File: src/rtl/alu_instr_encoder_if.sv
// Handshake bundle between the program loader, the ALU instruction encoder
// and the instruction-memory writer.
interface alu_instr_encoder_if #(
  parameter int ADDR_W = 8
);
  logic              in_valid;
  logic              in_ready;
  logic [3:0]        in_op;
  logic              in_imm;
  logic              in_setcc;
  logic [2:0]        in_rd;
  logic [2:0]        in_ra;
  logic [2:0]        in_rb;
  logic [3:0]        in_immb;
  logic              out_valid;
  logic              out_ready;
  logic [15:0]       out_instr;
  logic [ADDR_W-1:0] out_addr;

  // Loader / memory-writer side.
  modport master (
    output in_valid, in_op, in_imm, in_setcc, in_rd, in_ra, in_rb, in_immb,
    input  in_ready,
    input  out_valid, out_instr, out_addr,
    output out_ready
  );

  // Encoder side.
  modport slave (
    input  in_valid, in_op, in_imm, in_setcc, in_rd, in_ra, in_rb, in_immb,
    output in_ready,
    output out_valid, out_instr, out_addr,
    input  out_ready
  );
endinterface

File: src/rtl/alu_instr_encoder.sv
// Packs ALU operation fields into 16-bit instruction words and streams them
// out with sequential instruction-memory write addresses.
module alu_instr_encoder #(
  parameter int ADDR_W = 8,
  parameter int DEPTH  = 256
) (
  input  logic                clk,
  input  logic                reset,
  input  logic                restart,
  alu_instr_encoder_if.slave  bus,
  output logic                full,
  output logic                err_illegal,
  output logic [7:0]          err_count
);

  typedef enum logic [3:0] {
    OP_ADD  = 4'h0, OP_MOV  = 4'h1, OP_SUB  = 4'h2, OP_SHL  = 4'h3,
    OP_SHAR = 4'h4, OP_SHLR = 4'h5, OP_RL   = 4'h6, OP_RR   = 4'h7,
    OP_AND  = 4'h8, OP_OR   = 4'h9, OP_NOT  = 4'hB, OP_MULT = 4'hC
  } op_e;

  localparam int                CNT_W     = ADDR_W + 1;
  localparam logic [ADDR_W-1:0] LAST_ADDR = ADDR_W'(DEPTH - 1);
  localparam logic [CNT_W-1:0]  LAST_CNT  = CNT_W'(DEPTH - 1);

  logic              out_valid_q;
  logic [15:0]       out_instr_q;
  logic [ADDR_W-1:0] ptr_q;
  logic [CNT_W-1:0]  count_q;
  logic              illegal;
  logic [15:0]       word;
  logic              accept;
  logic              drain;
  op_e               op;

  assign op = op_e'(bus.in_op);

  assign bus.in_ready  = !full && !restart && (!out_valid_q || bus.out_ready);
  assign accept        = bus.in_valid && bus.in_ready;
  assign drain         = out_valid_q && bus.out_ready;
  assign bus.out_valid = out_valid_q;
  assign bus.out_instr = out_instr_q;
  // The held word always sits at the write pointer; it only advances on drain.
  assign bus.out_addr  = ptr_q;

  // NOTE: every always_comb output gets a default first so no path can infer a latch.
  always_comb begin
    illegal = 1'b0;
    case (op)
      OP_ADD, OP_MOV, OP_SUB, OP_SHL, OP_SHAR, OP_SHLR,
      OP_RL, OP_RR, OP_AND, OP_OR, OP_MULT: illegal = 1'b0;
      OP_NOT:                               illegal = bus.in_imm;
      default:                              illegal = 1'b1;
    endcase
  end

  // Fields an opcode does not use are zeroed so stale loader data never leaks.
  always_comb begin
    word        = '0;
    word[15:12] = bus.in_op;
    word[11]    = bus.in_imm;
    word[10]    = bus.in_setcc;
    word[9:7]   = bus.in_rd;
    if (bus.in_imm) begin
      word[6:4] = (op == OP_MOV) ? 3'b000 : bus.in_ra;
      word[3:0] = bus.in_immb;
    end else begin
      word[6:4] = bus.in_ra;
      word[3:1] = (op == OP_MOV || op == OP_NOT) ? 3'b000 : bus.in_rb;
      word[0]   = 1'b0;
    end
  end

  // NOTE: sequential state uses non-blocking assignments only, so every flop samples pre-edge values.
  always_ff @(posedge clk or posedge reset) begin
    if (reset) begin
      out_valid_q <= 1'b0;
      out_instr_q <= '0;
      ptr_q       <= '0;
      count_q     <= '0;
      full        <= 1'b0;
      err_illegal <= 1'b0;
      err_count   <= '0;
    end else begin
      err_illegal <= 1'b0;
      if (restart) begin
        out_valid_q <= 1'b0;
        ptr_q       <= '0;
        count_q     <= '0;
        full        <= 1'b0;
      end else begin
        if (drain) begin
          out_valid_q <= 1'b0;
          count_q     <= count_q + 1'b1;
          if (count_q == LAST_CNT) full <= 1'b1;
          if (ptr_q != LAST_ADDR) ptr_q <= ptr_q + 1'b1;
        end
        if (accept) begin
          if (illegal) begin
            err_illegal <= 1'b1;
            if (err_count != 8'hFF) err_count <= err_count + 1'b1;
          end else begin
            out_valid_q <= 1'b1;
            out_instr_q <= word;
          end
        end
      end
    end
  end

endmodule

File: src/flat_wrapper.sv
// flat-port wrapper written by rule: the top's interface ports become plain ports
module alu_instr_encoder_flat 
#(
  parameter int ADDR_W = 8,
  parameter int DEPTH  = 256
)
  (clk, reset, restart, full, err_illegal, err_count, bus_in_valid, bus_in_op, bus_in_imm, bus_in_setcc, bus_in_rd, bus_in_ra, bus_in_rb, bus_in_immb, bus_in_ready, bus_out_valid, bus_out_instr, bus_out_addr, bus_out_ready);
  alu_instr_encoder_if #(.ADDR_W(ADDR_W)) bus_i ();
  input  logic clk;
  input  logic reset;
  input  logic restart;
  output logic full;
  output logic err_illegal;
  output logic [7:0] err_count;
  input wire logic [$bits(bus_i.in_valid)-1:0] bus_in_valid;
  input wire logic [$bits(bus_i.in_op)-1:0] bus_in_op;
  input wire logic [$bits(bus_i.in_imm)-1:0] bus_in_imm;
  input wire logic [$bits(bus_i.in_setcc)-1:0] bus_in_setcc;
  input wire logic [$bits(bus_i.in_rd)-1:0] bus_in_rd;
  input wire logic [$bits(bus_i.in_ra)-1:0] bus_in_ra;
  input wire logic [$bits(bus_i.in_rb)-1:0] bus_in_rb;
  input wire logic [$bits(bus_i.in_immb)-1:0] bus_in_immb;
  output wire logic [$bits(bus_i.in_ready)-1:0] bus_in_ready;
  output wire logic [$bits(bus_i.out_valid)-1:0] bus_out_valid;
  output wire logic [$bits(bus_i.out_instr)-1:0] bus_out_instr;
  output wire logic [$bits(bus_i.out_addr)-1:0] bus_out_addr;
  input wire logic [$bits(bus_i.out_ready)-1:0] bus_out_ready;
  assign bus_i.in_valid = bus_in_valid;
  assign bus_i.in_op = bus_in_op;
  assign bus_i.in_imm = bus_in_imm;
  assign bus_i.in_setcc = bus_in_setcc;
  assign bus_i.in_rd = bus_in_rd;
  assign bus_i.in_ra = bus_in_ra;
  assign bus_i.in_rb = bus_in_rb;
  assign bus_i.in_immb = bus_in_immb;
  assign bus_in_ready = bus_i.in_ready;
  assign bus_out_valid = bus_i.out_valid;
  assign bus_out_instr = bus_i.out_instr;
  assign bus_out_addr = bus_i.out_addr;
  assign bus_i.out_ready = bus_out_ready;
  alu_instr_encoder #(.ADDR_W(ADDR_W), .DEPTH(DEPTH)) u_core (.clk(clk), .reset(reset), .restart(restart), .bus(bus_i), .full(full), .err_illegal(err_illegal), .err_count(err_count));
endmodule
File: config.mk
export PLATFORM = sky130hd
export DESIGN_NAME = alu_instr_encoder_flat
export DESIGN_NICKNAME = d
export VERILOG_FILES = /design/src/rtl/alu_instr_encoder_if.sv /design/src/rtl/alu_instr_encoder.sv /design/src/flat_wrapper.sv
export SDC_FILE = /design/constraint.sdc
export NUM_CORES = 1
export LEC_CHECK = 0
export BUFFER_PORTS_ARGS = -buffer_cell sky130_fd_sc_hd__buf_2
export CAP_MARGIN = 20
export CORE_AREA = 2 2 86 109
export CTS_CLUSTER_DIAMETER = 100
export DETAILED_ROUTE_END_ITERATION = 8
export DIE_AREA = 0 0 88 111
export PLACE_DENSITY = 0.56
export SLEW_MARGIN = 25
export SYNTH_ARGS = -nofsm -noshare
export SYNTH_HDL_FRONTEND = slang
export SYNTH_SLANG_ARGS = --single-unit
File: constraint.sdc
create_clock -name clk -period 1.7 [get_ports clk]
set_clock_uncertainty 0.1 [all_clocks]
set_input_delay 0.17 -clock clk [delete_from_list [all_inputs] [get_ports clk]]
set_output_delay 0.17 -clock clk [all_outputs]
set_load 0.01 [all_outputs]
==> out/qor.txt <==
Status: complete, no violations
Area Overhead vs Synth: 36.2%
Netlist cell types: 40
Yosys reg bits: 44
Largest delay contributor family on the critical path: flip-flops
Critical path cell sequence: ha_1 > nand3_1 > o211ai_1 > nor2_1 > mux2_2
Top Ports: 60
Worst R2R End: u_core.bus.out_addr[5]$_DFFE_PP0P_
Fraction of registers with async set or reset after synthesis: 100%
Initial Utilization: 24.1%
Initial antenna violation count: 0
Buffers and inverters on the worst path: 0
CP Capture Type: flop
Via count: 1654
Final worst setup slack: 0.0924 ns
Setup TNS Final: 0 ns
Mapped Area: 2130 sq um
Final critical-path share of the clock period: 94.6%
Total grt overflow: 0
Die area: 9770 sq um
Core box area: 8830 sq um
Most numerous cell in the Yosys netlist: dfrtp_1
Setup Viol. Count Final: 0
VDD IR-drop max: 0.558 mV
# diodes: 0
Vias/cell: 4.21
Post-DP Area: 2690 sq um
DRT antenna net count: 0
Clock transition at path regs: 0.07 ns
Power Total: 3.02 mW
Vias in the first global route: 1649
Synth top cells by count: dfrtp_1, nor2_1, xor2_1
Share of cells above drive strength 1: 43.0%
CP Class: reg -> reg
Ys flop type: dfrtp_1
Iteration-0 DRC Markers: 57
Minimum clock period: 1.61 ns
CP endpoint: u_core.bus.out_addr[5]$_DFFE_PP0P_
Die Height: 111 um
Root buf cell: clkbuf_16
Drt wl/cell: 11.8 um
R2r worst-path depth: 5
Row count: 39
Fill cells: 908
Hold Vio Cnt, Final: 0
Worst-path fanout max: 4
Syn Area/Cell: 11.3 sq um
Clock sink count: 44
Synth area leaders: dfrtp_1, mux2_2, xor2_1
DRT Pass-1 Iters: 4
Slew HR: 61.8%
Register area share after synthesis: 51.7%
Pin count of the biggest net entering global routing: 45
Fmax: 622 MHz
GRT Overall Usage: 9.96%
Skew-Pair Late Insertion Delay: 0.28 ns
DRC Markers: 0
Routability congestion estimate: 0.792
Inserted Clock Buffers: 5
Setup WS pre-CTS: 0.0327 ns
Max capacitance violation total: 0
Hold slack: 0.0163 ns
Slowest stage cell, crit path: dfrtp_1
Worst Hold Class: in -> reg
WL final: 4640 um
CTS tree: done
Die X: 88 um
First-pass GRT wire length: 7710 um
Worst path required time: 1.78 ns
Pins Over Slew Limit: 0
Reg-to-reg setup timing slack: 0.09 ns
CP Launch Point: u_core.bus.out_addr[1]$_DFFE_PP0P_
CP max stage delay: 0.41 ns
Mapped Cells: 188
Area leader, netlist: dfrtp_1
R2R Path Start: u_core.bus.out_addr[1]$_DFFE_PP0P_
Htree depth: 2
CTS Buffer Depth: 2
Top cell type's share of synthesized area: 51.7%
EDFF count, synth: 0
Pwr dens: 1040 nW/um^2
Layout Nets: 297
Worst Setup Start Kind: flop
Crit path DAT: 1.68 ns
Port Buffer Count: 59
Ys Warns: 0
Crit path depth: 5
Worst-Margin Slew: 0.573 ns
Final instance area: 2900 sq um
Leak: 1.41 nW
Detailed Place HPWL: 3390 um
Syn Nets: 216
[worst min-delay path by stage]
stage	slack [ns]	endpoint	depth (start not counted)	from
floorplan	0.21	u_core.bus.out_instr[0]$_DFFE_PP0P_	2	bus_in_imm
global placement	0.26	u_core.bus.out_instr[6]$_DFFE_PP0P_	3	reset
detailed placement	0.25	u_core.bus.out_instr[6]$_DFFE_PP0P_	3	reset
CTS	0.01	u_core.bus.out_instr[8]$_DFFE_PP0P_	2	bus_in_rd[1]
global route	0.01	u_core.bus.out_instr[8]$_DFFE_PP0P_	2	bus_in_rd[1]
finish	0.02	u_core.bus.out_instr[8]$_DFFE_PP0P_	2	bus_in_rd[1]
[placed cells by master, fill, tap and decap left out, types with 3 or more instances in the layout]
cell type and count:
and3_1 7, dfrtp_1 44, nand3_1 4, xor2_1 13, nand2b_1 3, clkbuf_16 5, buf_4 18, and2_1 3
nor2_1 20, inv_1 8, ha_1 3, nand4_1 5, mux2_2 11, a22o_2 3, nor2b_1 3, nand2_1 10
buf_2 59, xnor2_1 4, a21oi_1 4, mux2i_1 6, mux2_4 4
[area by class of cell]
type / count / area (sq um) / area share, %
multi-input combinational: 130 / 982 / 33.8
inverter: 9 / 33.8 / 1.16
timing repair buffer: 79 / 460 / 15.9
clock inverter: 3 / 46.3 / 1.59
sequential: 44 / 1100 / 37.9
clock buffer: 5 / 125 / 4.31
tap: 123 / 154 / 5.30
[stage by stage]
step | instances | utilization (%)
global placement | 383 | 30.4
finish | 393 | 32.9
detailed placement | 383 | 30.4
global route | 393 | 32.9
floorplan | 188 | -
CTS | 392 | 32.5
[layer usage]
layer	vias to the layer above	share of wire [%]	global-route usage [%]
li1	809	-	-
met3	4	5.0	2.61
met1	800	43	12.3
met4	0	0.71	3.38
met5	-	0	0
met2	41	51	16.5
[state kept, by name (all words and copies together) (netlist names)]
name,cells
u_core.bus.out_valid,1
u_core.err_illegal,1
u_core.err_count,8
u_core.bus.out_addr,8
u_core.bus.out_instr,16
u_core.full,1
u_core.count_q,9
[where the power goes]
group          switching, mW  internal, mW
clock network          0.418         0.698
logic                  0.312         0.316
registers             0.0847          1.19
[timing repair]
| action | CTS | global route |
|---|---|---|
| hold buffers | 1 | 0 |
| hold endpoints to repair | 44 | 0 |
| resized for setup | 0 | 7 |
| endpoints found under the setup margin | 0 | 15 |
| buffers inserted | 0 | 1 |
[cell families (layout without fill, tap and decap cells)]
family,count (synthesis),after routing,share of synthesized area [%]
and+or+nand+nor,71,71,17.5
DFF,44,44,51.7
muxes,21,21,11.5
AOI/OAI and AO/OA,17,17,6.46
xor gates and xnor gates,17,17,6.99
buffers and inverters,14,96,3.58
adders and majority gates,4,4,2.35
(Power assumes the default switching activity.)
